==> config.mk <==
export PLATFORM = sky130hd
export DESIGN_NAME = section_scan_ctrl
export DESIGN_NICKNAME = d
export VERILOG_FILES = /design/src/rtl/section_scan_ctrl.sv
export SDC_FILE = /design/constraint.sdc
export NUM_CORES = 1
export LEC_CHECK = 0
export BUFFER_PORTS_ARGS = -buffer_cell sky130_fd_sc_hd__buf_2
export CAP_MARGIN = 5
export CORE_ASPECT_RATIO = 1.1
export CORE_UTILIZATION = 50
export DETAILED_ROUTE_END_ITERATION = 10
export PLACE_DENSITY = 0.71
export REMOVE_ABC_BUFFERS = 1
export SYNTH_ARGS = -nofsm -noshare
export SYNTH_HDL_FRONTEND = slang
export SYNTH_SLANG_ARGS = --single-unit
==> constraint.sdc <==
create_clock -name clk -period 3.3 [get_ports clk]
set_clock_uncertainty 0.1 [all_clocks]
set_input_delay 0.495 -clock clk [delete_from_list [all_inputs] [get_ports clk]]
set_output_delay 0.495 -clock clk [all_outputs]
set_load 0.005 [all_outputs]
==> src/rtl/section_scan_ctrl.sv <==
// section_scan_ctrl: 8-section time-multiplexed selector/data scan with per-section switch debounce.
// Define SCAN_BLANK_EN to insert an all-off blanking gap before each section's drive slot.
module section_scan_ctrl #(
   parameter int DWELL_CYCLES = 50000,
   parameter int BLANK_CYCLES = 500,
   parameter int DEB_SCANS    = 4
) (
   input  logic        clk,
   input  logic        reset,
   input  logic        enable,
   input  logic [23:0] section_data,
   input  logic        switch_in,
   output logic [7:0]  selector,
   output logic [2:0]  data_out,
   output logic [7:0]  switch_state,
   output logic        switch_change,
   output logic        frame_tick
);

`ifdef SCAN_BLANK_EN
   localparam int MAXC = (DWELL_CYCLES > BLANK_CYCLES) ? DWELL_CYCLES : BLANK_CYCLES;
`else
   localparam int MAXC = DWELL_CYCLES;
`endif
   localparam int PW = (MAXC > 1) ? $clog2(MAXC) : 1;
   localparam int CW = $clog2(DEB_SCANS + 1);

   typedef enum logic [1:0] {
      IDLE  = 2'd0,
      BLANK = 2'd1,
      DRIVE = 2'd2
   } state_t;

   state_t              state_q, state_d;
   logic [2:0]          idx_q, idx_d;
   logic [PW-1:0]       phase_q, phase_d;
   logic [2:0]          latch_q, latch_d;
   logic [7:0]          selector_q, selector_d;
   logic                frame_tick_q, frame_tick_d;
   logic [1:0]          sync_q, sync_d;
   logic [7:0]          ss_q, ss_d;
   logic                change_q, change_d;
   logic [7:0][CW-1:0]  cnt_q, cnt_d;
   logic [7:0][2:0]     sd_arr;
   logic                cap;
   logic                sample;

   assign sd_arr = section_data;

   always_comb begin
      state_d = state_q;
      idx_d   = idx_q;
      phase_d = phase_q;
      cap     = 1'b0;
      sample  = 1'b0;
      unique case (state_q)
         IDLE: begin
            if (enable) begin
`ifdef SCAN_BLANK_EN
               state_d = BLANK;
`else
               state_d = DRIVE;
`endif
               idx_d   = 3'd0;
               phase_d = '0;
               cap     = 1'b1;
            end
         end
`ifdef SCAN_BLANK_EN
         BLANK: begin
            if (phase_q == PW'(BLANK_CYCLES - 1)) begin
               state_d = DRIVE;
               phase_d = '0;
            end else begin
               phase_d = phase_q + 1'b1;
            end
         end
`endif
         DRIVE: begin
            if (phase_q == PW'(DWELL_CYCLES - 1)) begin
               sample  = 1'b1;
               idx_d   = idx_q + 3'd1;
               phase_d = '0;
               cap     = 1'b1;
`ifdef SCAN_BLANK_EN
               state_d = BLANK;
`else
               state_d = DRIVE;
`endif
            end else begin
               phase_d = phase_q + 1'b1;
            end
         end
         default: state_d = IDLE;
      endcase

      // Dropping enable aborts the slot and discards any sample taken on this cycle.
      if (!enable) begin
         state_d = IDLE;
         idx_d   = 3'd0;
         phase_d = '0;
         cap     = 1'b0;
         sample  = 1'b0;
      end

      latch_d = latch_q;
      if (cap) latch_d = sd_arr[idx_d];
      if (state_d == IDLE) latch_d = 3'd0;

      selector_d   = (state_d == DRIVE) ? (8'b1 << idx_d) : 8'h00;
      frame_tick_d = (state_d == DRIVE) &&
                     (phase_d == PW'(DWELL_CYCLES - 1)) &&
                     (idx_d == 3'd7);

      sync_d   = {sync_q[0], switch_in};
      ss_d     = ss_q;
      cnt_d    = cnt_q;
      change_d = 1'b0;
      if (!enable) begin
         cnt_d = '0;
      end else if (sample) begin
         if (sync_q[1] == ss_q[idx_q]) begin
            cnt_d[idx_q] = '0;
         end else if (cnt_q[idx_q] == CW'(DEB_SCANS - 1)) begin
            ss_d[idx_q]  = ~ss_q[idx_q];
            cnt_d[idx_q] = '0;
            change_d     = 1'b1;
         end else begin
            cnt_d[idx_q] = cnt_q[idx_q] + 1'b1;
         end
      end
   end

   always_ff @(posedge clk) begin
      if (reset) begin
         state_q      <= IDLE;
         idx_q        <= 3'd0;
         phase_q      <= '0;
         latch_q      <= 3'd0;
         selector_q   <= 8'h00;
         frame_tick_q <= 1'b0;
         sync_q       <= 2'b00;
         ss_q         <= 8'h00;
         change_q     <= 1'b0;
         cnt_q        <= '0;
      end else begin
         state_q      <= state_d;
         idx_q        <= idx_d;
         phase_q      <= phase_d;
         latch_q      <= latch_d;
         selector_q   <= selector_d;
         frame_tick_q <= frame_tick_d;
         sync_q       <= sync_d;
         ss_q         <= ss_d;
         change_q     <= change_d;
         cnt_q        <= cnt_d;
      end
   end

   assign selector      = selector_q;
   assign data_out      = latch_q;
   assign switch_state  = ss_q;
   assign switch_change = change_q;
   assign frame_tick    = frame_tick_q;

endmodule

==> flow_summary.json <==
{
  "cts_root_buf": "clkbuf_8",
  "fmax_mhz": 333.5,
  "cap_violations": 0,
  "setup-violations-final": 0,
  "max-clock-path-buffers": 2,
  "syn_area_per_cell_sq_um": 9.027,
  "ys_async_sr_fraction": 0,
  "gr-usage-all-layers": 0.2321,
  "cts_resized": 0,
  "worstMarginPinSlew_ns": 0.6009,
  "drt-wirelength-per-cell_um": 16.09,
  "ys_ff_latch": 68,
  "finalHoldViolations": 0,
  "vias": 3203,
  "synth_compound_area_frac": 0.1417,
  "drtIter0Drc": 164,
  "firstDrtPassIters": 4,
  "die_width_um": 83.63,
  "power.leakage_nw": 1.630,
  "grt_pass1_wl_mm": 14.05,
  "synth_simple_gate_area_frac": 0.2970,
  "synthAdderAreaFrac": 0.01366,
  "drc": 0,
  "yosysTopAreaCell": "dfxtp_1",
  "io_buffers": 48,
  "h-tree-depth": 3,
  "muxShareOfSynthArea": 0.1140,
  "synth.area.top_cells": "dfxtp_1 37%, nand3_1 5.1%, nor2_1 4.3%",
  "crit_path_start_kind": "register",
  "hold_path.class": "in -> reg",
  "min_path_cells": 2,
  "required_ns": 3.48,
  "worst_hold_slack_ns": 0.2595,
  "antenna_found_initial": 0,
  "outcome": "complete, no violations",
  "r2r_setup_slack_ns": 0.30,
  "period_minus_slack_ns": 2.998,
  "vias_per_cell": 5.921,
  "r2r-end": "cnt_q[14]$_SDFFE_PP0P_",
  "core-area_sq_mm": 0.007047,
  "grt_pass1_vias": 2891,
  "worstSkewPairLatency_ns": 0.35,
  "synth-xor-area-share": 0.01878,
  "drtAntennaViolNets": 0,
  "synth_top_family_by_area": "simple AND/OR/NAND/NOR gates",
  "synth_top_area_share": 0.3715,
  "fillCellCount": 612,
  "syn-instance-count": 406,
  "maxSlewHeadroom": 0.5994,
  "routed_wl_mm": 8.707,
  "grt-ovfl-total": 0,
  "start_util": 0.5201,
  "rows": 32,
  "hp-start": "switch_in",
  "post_cts_buffers": 0,
  "yosysWarnings": 0,
  "holdPathEnd": "sync_q[0]$_SDFF_PP0_",
  "synth_edf_count": 0,
  "drive_gt1_frac": 0.2456,
  "syn_area_sq_mm": 0.003665,
  "slew_violations": 0,
  "ctsHoldBuffers": 0,
  "path_class": "reg -> reg",
  "tns_ns": 0,
  "grt_start_max_net_pins": 22,
  "clk_pin_slew_ns": 0.08,
  "worstPathArrival_ns": 3.18,
  "tritoncts": "done",
  "ys_types": 75,
  "dieArea_sq_mm": 0.007676,
  "fin_crit_sh": 0.9085,
  "irDropWorstVdd_v": 0.0003215,
  "synth_flop_cell": "dfxtp_1",
  "rsz0062_at_grt": "no",
  "critPathCaptureType": "register",
  "path_max_fanout": 12,
  "hpwlAfterDp_mm": 6.266,
  "cts_buffers": 9,
  "yosysSeqAreaShare": 0.3715,
  "finalNetCount": 483,
  "r2r-start": "idx_q[2]$_SDFF_PP0_",
  "power_density_mw_per_mm2": 404.0,
  "io-pin-count": 49,
  "cts.sinks": 68,
  "routabilityCongestion": 0.8926,
  "rr_worst_depth": 9,
  "area.growth.synth_to_final_pct": 14.51,
  "die_h_um": 91.79,
  "antenna_cells": 0
}
[worst max-delay path, cell delays in order (launching register included)]
cell	delay (ns)
dfxtp_1	0.64
nor2b_1	0.17
a221oi_1	0.34
a21oi_1	0.07
a221o_1	0.27
ha_1	0.19
ha_1	0.25
nand2b_2	0.25
or3_1	0.47
o21ai_1	0.17
[cells in the final DEF (no fill, tap or decap), types with 6 or more instances in the layout]
master / Yosys / layout
nand2_1: 33 / 33
nor3_1: 14 / 14
mux2_2: 6 / 6
buf_2: 7 / 48
nor2b_1: 8 / 8
nand3_1: 37 / 37
o21ai_1: 10 / 10
buf_4: 4 / 13
o21ai_0: 12 / 12
mux2i_1: 11 / 11
and3_1: 6 / 6
clkbuf_8: 0 / 10
dfxtp_1: 68 / 68
nor2_1: 42 / 42
a21oi_1: 23 / 23
xnor2_1: 6 / 6
[worst max-delay path by stage]
stage                                   start                endpoint  slack (ns)  depth (start not counted)
after floorplan           idx_q[0]$_SDFF_PP0_  cnt_q[11]$_SDFFE_PP0P_        0.17                          7
after global placement    idx_q[2]$_SDFF_PP0_   cnt_q[2]$_SDFFE_PP0P_        0.45                          9
after detailed placement  idx_q[2]$_SDFF_PP0_  cnt_q[14]$_SDFFE_PP0P_        0.36                          9
after CTS                 idx_q[2]$_SDFF_PP0_  cnt_q[14]$_SDFFE_PP0P_        0.33                          9
after global routing      idx_q[2]$_SDFF_PP0_  cnt_q[11]$_SDFFE_PP0P_        0.10                          9
final                     idx_q[2]$_SDFF_PP0_  cnt_q[14]$_SDFFE_PP0P_        0.30                          9
[final cells by class]
cell class / count / area (sq um) / area share
Timing Repair Buffer: 61 / 337.8 / 0.08050
Clock inverter: 6 / 93.84 / 0.02236
Clock buffer: 10 / 137.6 / 0.03280
Tap cell: 85 / 106.4 / 0.02534
Sequential cell: 68 / 1361 / 0.3244
Inverter: 3 / 11.26 / 0.002683
Multi-Input combinational cell: 308 / 2148 / 0.5119
[logic make-up after synthesis]
family,after synthesis
XOR/XNOR,7
buffers and inverters,30
flip-flops,68
multiplexers,27
AO/OA/AOI/OAI,79
AND/OR/NAND/NOR,190
adder cells (fa/ha/maj),4
other,1
[metal layers]
metal  track usage  part of all wire  up-vias
met5             0                 0        -
met4        0.1059             0.026        0
met3       0.04500             0.045       21
met2        0.3848              0.49       94
met1        0.2917              0.44     1508
li1              -                 -     1580
[cells in the mapped netlist, types with 2 or more instances]
cell and n:
o21ai_1 10, buf_4 4, a21o_1 3, nor2_1 42
or4_1 2, a21oi_1 23, nand4_1 2, nor2b_1 8
mux2i_1 11, nand3_2 4, inv_1 3, mux2_2 6
nor4b_1 2, xnor2_1 6, mux4_1 4, o31ai_1 4
and3_1 6, dfxtp_1 68, nor3_2 2, a31oi_1 3
nand3_1 37, a41oi_1 2, and4bb_1 2, buf_2 7
nand3b_1 3, clkbuf_1 12, or3_1 3, and3b_1 2
nand2_1 33, nor3b_1 2, ha_1 4, buf_1 2
and2_1 5, nand2b_1 4, nor3_1 14, mux4_2 5
a22oi_1 4, nor4_2 2, a211oi_1 3, o21ai_0 12
[per-stage QoR]
step	power, mW	util	worst slack [ns]	cells	instance area, sq um
after floorplan	0.8769	-	0.1675	379	3521
after global placement	0.9122	0.5627	0.4533	525	3965
after detailed placement	0.9142	0.5627	0.3611	525	3965
after CTS	1.700	0.5955	0.3314	541	4197
after global routing	1.748	0.5955	0.1003	541	4197
final	1.695	0.5955	0.3019	541	4197
[power by group]
| part | internal [mW] | total, mW | switching [mW] |
|---|---|---|---|
| Sequential | 0.824 | 0.828 | 0.00443 |
| Combinational | 0.0296 | 0.0673 | 0.0377 |
| Clock | 0.453 | 0.800 | 0.348 |
[flip-flops by register name (all words and copies together) (netlist names)]
register,count
selector,8
cnt_q,24
switch_state,8
sync_q,2
data_out,3
idx_q,3
phase_q,16
state_q,2
switch_change,1
frame_tick,1
(Power assumes the default switching activity.)
